## src/rtl/islem_besleyici_if.sv

```systemverilog
// Command, data-memory and arithmetic-unit signals of the islem_besleyici dispatcher.
// The master modport is the dispatcher side; the slave modport is the surrounding system.
interface islem_besleyici_if #(
  parameter int ADDR_W = 13,
  parameter int DATA_W = 32
);
  logic              cmd_valid;
  logic              cmd_ready;
  logic [1:0]        cmd_op;
  logic [ADDR_W-1:0] cmd_src1;
  logic [ADDR_W-1:0] cmd_src2;
  logic [ADDR_W-1:0] cmd_dst;

  logic              mem_rd_en;
  logic [ADDR_W-1:0] mem_rd_addr;
  logic [DATA_W-1:0] mem_rd_data;
  logic              mem_wr_en;
  logic [ADDR_W-1:0] mem_wr_addr;
  logic [DATA_W-1:0] mem_wr_data;

  logic [DATA_W-1:0] sayi1;
  logic [DATA_W-1:0] sayi2;
  logic [1:0]        islem_turu;
  logic [ADDR_W-1:0] adres_temp;
  logic              enable;
  logic [DATA_W-1:0] sonuc;
  logic              islem_bitti;

  logic              busy;
  logic              done;
  logic              timeout_err;

  modport master (
    input  cmd_valid, cmd_op, cmd_src1, cmd_src2, cmd_dst,
    input  mem_rd_data, sonuc, islem_bitti,
    output cmd_ready, mem_rd_en, mem_rd_addr, mem_wr_en, mem_wr_addr, mem_wr_data,
    output sayi1, sayi2, islem_turu, adres_temp, enable, busy, done, timeout_err
  );

  modport slave (
    output cmd_valid, cmd_op, cmd_src1, cmd_src2, cmd_dst,
    output mem_rd_data, sonuc, islem_bitti,
    input  cmd_ready, mem_rd_en, mem_rd_addr, mem_wr_en, mem_wr_addr, mem_wr_data,
    input  sayi1, sayi2, islem_turu, adres_temp, enable, busy, done, timeout_err
  );
endinterface

```

## src/rtl/islem_besleyici.sv

```systemverilog
// Command dispatcher feeding the FP arithmetic unit: read two operands, start the unit, write back.
// Optional WAIT watchdog enabled by defining ISLEM_TIMEOUT_EN.
module islem_besleyici #(
  parameter int ADDR_W         = 13,
  parameter int DATA_W         = 32,
  parameter int TIMEOUT_CYCLES = 64
) (
  input  logic              clk,
  input  logic              rst,
  islem_besleyici_if.master bus
);

  typedef enum logic [2:0] {
    S_IDLE,
    S_RD1,
    S_RD2,
    S_CAP2,
    S_START,
    S_WAIT,
    S_WB
`ifdef ISLEM_TIMEOUT_EN
    , S_ABORT
`endif
  } state_t;

  if (TIMEOUT_CYCLES < 1 || TIMEOUT_CYCLES > 255) begin : g_bad_timeout
    $error("TIMEOUT_CYCLES must fit the 8-bit WAIT counter");
  end

  state_t            state_q, state_d;
  logic [1:0]        op_q;
  logic [ADDR_W-1:0] src1_q, src2_q, dst_q;
  logic [DATA_W-1:0] op1_q, op2_q, res_q;

`ifdef ISLEM_TIMEOUT_EN
  localparam logic [7:0] TO_LAST = 8'(TIMEOUT_CYCLES - 1);
  logic [7:0] wait_cnt_q;

  // Cleared in START so the first WAIT cycle counts as zero.
  always_ff @(posedge clk) begin
    if (!rst) begin
      wait_cnt_q <= '0;
    end else if (state_q == S_START) begin
      wait_cnt_q <= '0;
    end else if (state_q == S_WAIT) begin
      wait_cnt_q <= wait_cnt_q + 8'd1;
    end
  end
`endif

  // NOTE: sequential state uses non-blocking assignments so every register samples pre-edge values.
  always_ff @(posedge clk) begin
    if (!rst) begin
      state_q <= S_IDLE;
      op_q    <= '0;
      src1_q  <= '0;
      src2_q  <= '0;
      dst_q   <= '0;
      op1_q   <= '0;
      op2_q   <= '0;
      res_q   <= '0;
    end else begin
      state_q <= state_d;
      case (state_q)
        S_IDLE: begin
          if (bus.cmd_valid) begin
            op_q   <= bus.cmd_op;
            src1_q <= bus.cmd_src1;
            src2_q <= bus.cmd_src2;
            dst_q  <= bus.cmd_dst;
          end
        end
        S_RD2:   op1_q <= bus.mem_rd_data;
        S_CAP2:  op2_q <= bus.mem_rd_data;
        S_WAIT:  if (bus.islem_bitti) res_q <= bus.sonuc;
        default: ;
      endcase
    end
  end

  // NOTE: every output gets a default before the case so no path leaves one unassigned (no latches).
  always_comb begin
    state_d         = state_q;
    bus.cmd_ready   = 1'b0;
    bus.mem_rd_en   = 1'b0;
    bus.mem_rd_addr = '0;
    bus.mem_wr_en   = 1'b0;
    bus.mem_wr_addr = '0;
    bus.mem_wr_data = '0;
    bus.enable      = 1'b0;
    bus.done        = 1'b0;
    bus.timeout_err = 1'b0;
    case (state_q)
      S_IDLE: begin
        bus.cmd_ready = 1'b1;
        if (bus.cmd_valid) state_d = S_RD1;
      end
      S_RD1: begin
        bus.mem_rd_en   = 1'b1;
        bus.mem_rd_addr = src1_q;
        state_d         = S_RD2;
      end
      S_RD2: begin
        bus.mem_rd_en   = 1'b1;
        bus.mem_rd_addr = src2_q;
        state_d         = S_CAP2;
      end
      S_CAP2:  state_d = S_START;
      S_START: begin
        bus.enable = 1'b1;
        state_d    = S_WAIT;
      end
      // Only WAIT listens to islem_bitti, so a stale done from a free-running unit cannot finish early.
      S_WAIT: begin
        if (bus.islem_bitti) begin
          state_d = S_WB;
`ifdef ISLEM_TIMEOUT_EN
        end else if (wait_cnt_q == TO_LAST) begin
          state_d = S_ABORT;
`endif
        end
      end
      S_WB: begin
        bus.mem_wr_en   = 1'b1;
        bus.mem_wr_addr = dst_q;
        bus.mem_wr_data = res_q;
        bus.done        = 1'b1;
        state_d         = S_IDLE;
      end
`ifdef ISLEM_TIMEOUT_EN
      S_ABORT: begin
        bus.timeout_err = 1'b1;
        state_d         = S_IDLE;
      end
`endif
      default: state_d = S_IDLE;
    endcase
  end

  assign bus.busy       = (state_q != S_IDLE);
  assign bus.sayi1      = op1_q;
  assign bus.sayi2      = op2_q;
  assign bus.islem_turu = op_q;
  assign bus.adres_temp = dst_q;

endmodule

```

## src/flat_wrapper.sv

```systemverilog
// flat-port wrapper written by rule: the top's interface ports become plain ports
module islem_besleyici_flat 
#(
  parameter int ADDR_W         = 13,
  parameter int DATA_W         = 32,
  parameter int TIMEOUT_CYCLES = 64
)
  (clk, rst, bus_cmd_valid, bus_cmd_op, bus_cmd_src1, bus_cmd_src2, bus_cmd_dst, bus_mem_rd_data, bus_sonuc, bus_islem_bitti, bus_cmd_ready, bus_mem_rd_en, bus_mem_rd_addr, bus_mem_wr_en, bus_mem_wr_addr, bus_mem_wr_data, bus_sayi1, bus_sayi2, bus_islem_turu, bus_adres_temp, bus_enable, bus_busy, bus_done, bus_timeout_err);
  islem_besleyici_if #(.ADDR_W(ADDR_W), .DATA_W(DATA_W)) bus_i ();
  input  logic clk;
  input  logic rst;
  input wire logic [$bits(bus_i.cmd_valid)-1:0] bus_cmd_valid;
  input wire logic [$bits(bus_i.cmd_op)-1:0] bus_cmd_op;
  input wire logic [$bits(bus_i.cmd_src1)-1:0] bus_cmd_src1;
  input wire logic [$bits(bus_i.cmd_src2)-1:0] bus_cmd_src2;
  input wire logic [$bits(bus_i.cmd_dst)-1:0] bus_cmd_dst;
  input wire logic [$bits(bus_i.mem_rd_data)-1:0] bus_mem_rd_data;
  input wire logic [$bits(bus_i.sonuc)-1:0] bus_sonuc;
  input wire logic [$bits(bus_i.islem_bitti)-1:0] bus_islem_bitti;
  output wire logic [$bits(bus_i.cmd_ready)-1:0] bus_cmd_ready;
  output wire logic [$bits(bus_i.mem_rd_en)-1:0] bus_mem_rd_en;
  output wire logic [$bits(bus_i.mem_rd_addr)-1:0] bus_mem_rd_addr;
  output wire logic [$bits(bus_i.mem_wr_en)-1:0] bus_mem_wr_en;
  output wire logic [$bits(bus_i.mem_wr_addr)-1:0] bus_mem_wr_addr;
  output wire logic [$bits(bus_i.mem_wr_data)-1:0] bus_mem_wr_data;
  output wire logic [$bits(bus_i.sayi1)-1:0] bus_sayi1;
  output wire logic [$bits(bus_i.sayi2)-1:0] bus_sayi2;
  output wire logic [$bits(bus_i.islem_turu)-1:0] bus_islem_turu;
  output wire logic [$bits(bus_i.adres_temp)-1:0] bus_adres_temp;
  output wire logic [$bits(bus_i.enable)-1:0] bus_enable;
  output wire logic [$bits(bus_i.busy)-1:0] bus_busy;
  output wire logic [$bits(bus_i.done)-1:0] bus_done;
  output wire logic [$bits(bus_i.timeout_err)-1:0] bus_timeout_err;
  assign bus_i.cmd_valid = bus_cmd_valid;
  assign bus_i.cmd_op = bus_cmd_op;
  assign bus_i.cmd_src1 = bus_cmd_src1;
  assign bus_i.cmd_src2 = bus_cmd_src2;
  assign bus_i.cmd_dst = bus_cmd_dst;
  assign bus_i.mem_rd_data = bus_mem_rd_data;
  assign bus_i.sonuc = bus_sonuc;
  assign bus_i.islem_bitti = bus_islem_bitti;
  assign bus_cmd_ready = bus_i.cmd_ready;
  assign bus_mem_rd_en = bus_i.mem_rd_en;
  assign bus_mem_rd_addr = bus_i.mem_rd_addr;
  assign bus_mem_wr_en = bus_i.mem_wr_en;
  assign bus_mem_wr_addr = bus_i.mem_wr_addr;
  assign bus_mem_wr_data = bus_i.mem_wr_data;
  assign bus_sayi1 = bus_i.sayi1;
  assign bus_sayi2 = bus_i.sayi2;
  assign bus_islem_turu = bus_i.islem_turu;
  assign bus_adres_temp = bus_i.adres_temp;
  assign bus_enable = bus_i.enable;
  assign bus_busy = bus_i.busy;
  assign bus_done = bus_i.done;
  assign bus_timeout_err = bus_i.timeout_err;
  islem_besleyici #(.ADDR_W(ADDR_W), .DATA_W(DATA_W), .TIMEOUT_CYCLES(TIMEOUT_CYCLES)) u_core (.clk(clk), .rst(rst), .bus(bus_i));
endmodule
```

## config.mk

```make
export PLATFORM = sky130hd
export DESIGN_NAME = islem_besleyici_flat
export DESIGN_NICKNAME = d
export VERILOG_FILES = /design/src/rtl/islem_besleyici_if.sv /design/src/rtl/islem_besleyici.sv /design/src/flat_wrapper.sv
export SDC_FILE = /design/constraint.sdc
export NUM_CORES = 1
export LEC_CHECK = 0
export CELL_PAD_IN_SITES_DETAIL_PLACEMENT = 1
export CELL_PAD_IN_SITES_GLOBAL_PLACEMENT = 1
export CORE_UTILIZATION = 33
export DETAILED_ROUTE_END_ITERATION = 6
export GPL_ROUTABILITY_DRIVEN = 0
export PLACE_DENSITY_LB_ADDON = 0.1
export SETUP_SLACK_MARGIN = 0.1
export SLEW_MARGIN = 5
export SYNTH_ARGS = -nofsm -noshare
export SYNTH_HDL_FRONTEND = slang
export SYNTH_SLANG_ARGS = --single-unit
```

## constraint.sdc

```tcl
create_clock -name clk -period 2.53 [get_ports clk]
set_clock_uncertainty 0.15 [all_clocks]
set_input_delay 0.506 -clock clk [delete_from_list [all_inputs] [get_ports clk]]
set_output_delay 0.506 -clock clk [all_outputs]
set_load 0.02 [all_outputs]
```

==> results <==
- Based on the critical path, the design can be clocked at up to 417 MHz.
- Counting instances in the post-synthesis netlist gives the leading cell types as nand2_1 (242), dfxtp_1 (140), mux2i_1 (137).
- Summed over all layers, the routed wires come to 18000 µm.
- The Yosys step of the flow raised 0 warnings.
- The first-pass iteration count of the detailed router is 4.
- The start point of the worst min-delay path is u_core.res_q[15].
- The async set or reset register ratio after synthesis is 0%.
- The internal power of the cells is 0.00488 W.
- The via-per-instance ratio is 4.64.
- The repair_antennas step left the layout with diodes totalling 0.
- The share of total power in sequential cells is 37.8%.
- The worst supply voltage drop on vdd is 489 µV.
- The floorplan step set the die height to 137 µm.
- The worst setup path is of the register to output pin kind.
- The via count of the first global-routing pass is 5555.
- TritonCTS built the clock tree.
- The path type of the worst min-delay path is register to register.
- Sorting the synthesized cells by area gives the leading types as dfxtp_1 (47%), mux2i_1 (23%), nand2_1 (15%).
- The static leakage power is 3.76 nW.
- STA puts the critical path data arrival time at 1740 ps.
- The share of power burned in combinational logic is 23.9%.
- The flow ran to the end, and the final reports show no timing, DRC or antenna violations.
- By area, the combinational part of the netlist is dominated by multiplexers.
- The routed design could run at a clock period as short as 2400 ps.
- The global-route usage over all layers is 19.4%.
- dfxtp_1 takes more of the synthesized area than any other cell.
- Counting every net in the synthesized netlist gives 763.
- The xor-xnor portion of the synthesized cell area is 0.147%.
- The number of DRC markers after the initial detailed-route iteration is 130.
- The total die area is 0.0187 mm².
- The adder-cell area share of the yosys netlist is 0%.
- The hold violation total from the final report is 0.
- The total global routing overflow is 0.
- The worst flop-to-flop path startpoint is u_core.state_q[1].
- The proportion of layout cells with a drive suffix above 1 is 9.68%.
- The detailed-route wire length per cell is 16.0 µm.
- Tracing the worst setup path back leads to its startpoint at u_core.state_q[0].
- The number of rows created at floorplan is 48.
- Setup repair after global routing could not meet its margin everywhere.
- Buffers added to address setup during post-CTS repair amount to 0.
- Of the total power, the share spent switching nets is 28.1%.
- The clock tree synthesis step divided the H-tree into 4 levels.
- The cell with the most instances after synthesis is nand2_1.
- In this run the count of I/O pins placed on the die edge is 253.
- The analysis attributes to net switching a power of 0.00191 W.
- The number of buffers on the longest clock path is 2.
- The post-synthesis sequential area ratio is 46.9%.
- The final setup violation count is 0.
- Multiplexer cells account for 22.9% of the synthesized area.
- The reported max-cap violation count is 0.
- The first-pass GRT wire length is 27800 µm.
- The net count reported at finish is 995.
- After routing, the total negative slack on setup checks comes to 0 ps.
- The synthesized netlist occupies a cell area of 0.00598 mm².
- The detail route stage leaves a number of antenna-violating nets equal to 0.
- Buffers placed on the I/O ports in this run total 251.
- The core box area is 0.0175 mm².
- The required arrival time at the worst endpoint is 1870 ps.
- The post-route core utilization is 53.0%.
- Counting the buffers created by CTS gives 17.
- The share of the cycle needed by the critical path after routing is 94.7%.
- Entering global routing, the biggest net connects 64 pins.
- The register clock-pin slew on the reported worst setup and hold paths is 60 ps.
- The overall power is 0.00679 W.
- The total power divided by cell area is 733 mW/mm².
- The number of standard cells in the final layout excluding fillers is 1124.
- At the later pin of the worst-skew pair, clock insertion delay measures 410 ps.
- The post-synthesis share of cell area spent on and, or, nand and nor gates is 21.8%.
- The count of flip-flops with a built-in enable after synthesis is 0.
- The total of flip-flops plus latches after synthesis is 140.
- The average instance in the mapped netlist occupies 9.14 µm².
- The depth of the worst hold-timing path is 2.
- The logic depth of the worst register-to-register path is 4.
- The worst setup path is launched from a register.
- After detailed placement, the design holds a cell count of 1092.
- The fraction of the mapped netlist area in compound gates is 2.57%.
- The worst setup path is captured at an output pin.
- The horizontal die dimension is 137 µm.
- The number of max-slew violations in the final report was 0.
- The detailed placer's ending HPWL is 12800 µm.
- The area growth from synthesis to layout is 54.9%.
- For this configuration, the core starts out at a cell density of 34.2%.
- Clock tree synthesis found a total of 140 sinks.
- The clock group share of total power is 38.3%.
- Yosys mapped the design onto 28 distinct sky130hd cell types.
- The portion of synthesized cell area occupied by the leading cell type is 46.9%.
- The CTS root buffer is clkbuf_16.
- The largest fanout on the critical path is 13.
- The number of hold buffers added after CTS was 0.
- Measured against its own limit, the worst slew margin works out to 61.6%.
- The initial antenna violation count came to 0.
- The number of design rule violations left after detail routing is 0.
- The top flip-flop cell by instance count after synthesis is dfxtp_1.
- The gate count after technology mapping is 654.
- The count of vias placed by the detailed router is 5216.
- At the pin with the least slew margin, the transition time is 576 ps.
## metrics by stage
stage	setup WS (ps)	area, µm²	hold slack, ps
after floorplan	606	5980	280
after global placement	119	8660	289
after detailed placement	55.8	8660	297
after CTS	100	9290	307
after global routing	39.0	9260	326
final	134	9260	303
## layout make-up
cell class                 count  area [µm²]
clock buffer                  22         484
clock inverter                10         138
fill                        1950        8220
inverter                       1        3.75
multi-input combinational    457        2860
sequential                   140        2810
tap                          225         282
timing repair buffer         269        2680
## placed cells by master, fill, tap and decap left out, types with 2 or more instances in the layout
master	n
buf_6	4
clkinv_4	2
a22o_1	13
bufinv_16	3
clkdlybuf4s50_1	186
nor3b_2	2
dfxtp_2	2
clkbuf_2	9
buf_2	2
buf_12	6
buf_4	9
clkbuf_8	4
and3b_2	2
clkdlybuf4s15_1	26
clkinvlp_4	2
clkdlybuf4s15_2	14
dfxtp_1	137
and2_1	45
clkbuf_16	17
nand2_1	242
clkinv_2	3
mux2i_1	137
dlygate4sd2_1	13
## critical path, stage by stage, from the launching register on
cell             delay, ps
dfxtp_2                380
buf_6                  150
nor3b_2                180
buf_6                  190
a22o_1                 160
clkdlybuf4s15_2        260
## layer usage
metal / wire length (µm) / global-route usage, %
met5: 0 / 0
met3: 1570 / 7.11
met2: 8580 / 33.4
met4: 391 / 7.84
met1: 7430 / 21.6
## state kept, by name, summed over array words and instances, names as in the netlist
name                   flops
u_core.bus.sayi1          32
u_core.bus.sayi2          32
u_core.res_q              32
u_core.bus.adres_temp     13
u_core.src1_q             13
u_core.src2_q             13
u_core.state_q             3
u_core.bus.islem_turu      2
## cells by family (layout without fill, tap and decap cells)
logic type,count (synthesis),in the layout
flops,140,140
xor+xnor,1,1
compound gates,18,18
mux,137,137
buf+inv,57,302
simple gates,300,300
other cells,1,1
## path summary, 6_finish.rpt
kind                          end  slack [ps]
max            bus_mem_rd_addr[1]         130
min              u_core.res_q[15]         300
max reg2reg  u_core.bus.sayi1[29]         710
min reg2reg      u_core.res_q[15]         300
## power by group through the flow
stage               Clock [W]  Sequential [W]  Combinational [W]
floorplan                   0         0.00275           0.000784
global placement            0         0.00259            0.00162
detailed placement          0         0.00261            0.00165
CTS                   0.00266         0.00257            0.00165
global route          0.00277         0.00259            0.00173
finish                0.00260         0.00256            0.00162
## repair_timing
action / in CTS / in global routing
pin swaps: 0 / 0
endpoints found under the setup margin: 64 / 28
resized for setup: 133 / 18
hold endpoints to repair: 0 / 0
(Power assumes the default switching activity.)
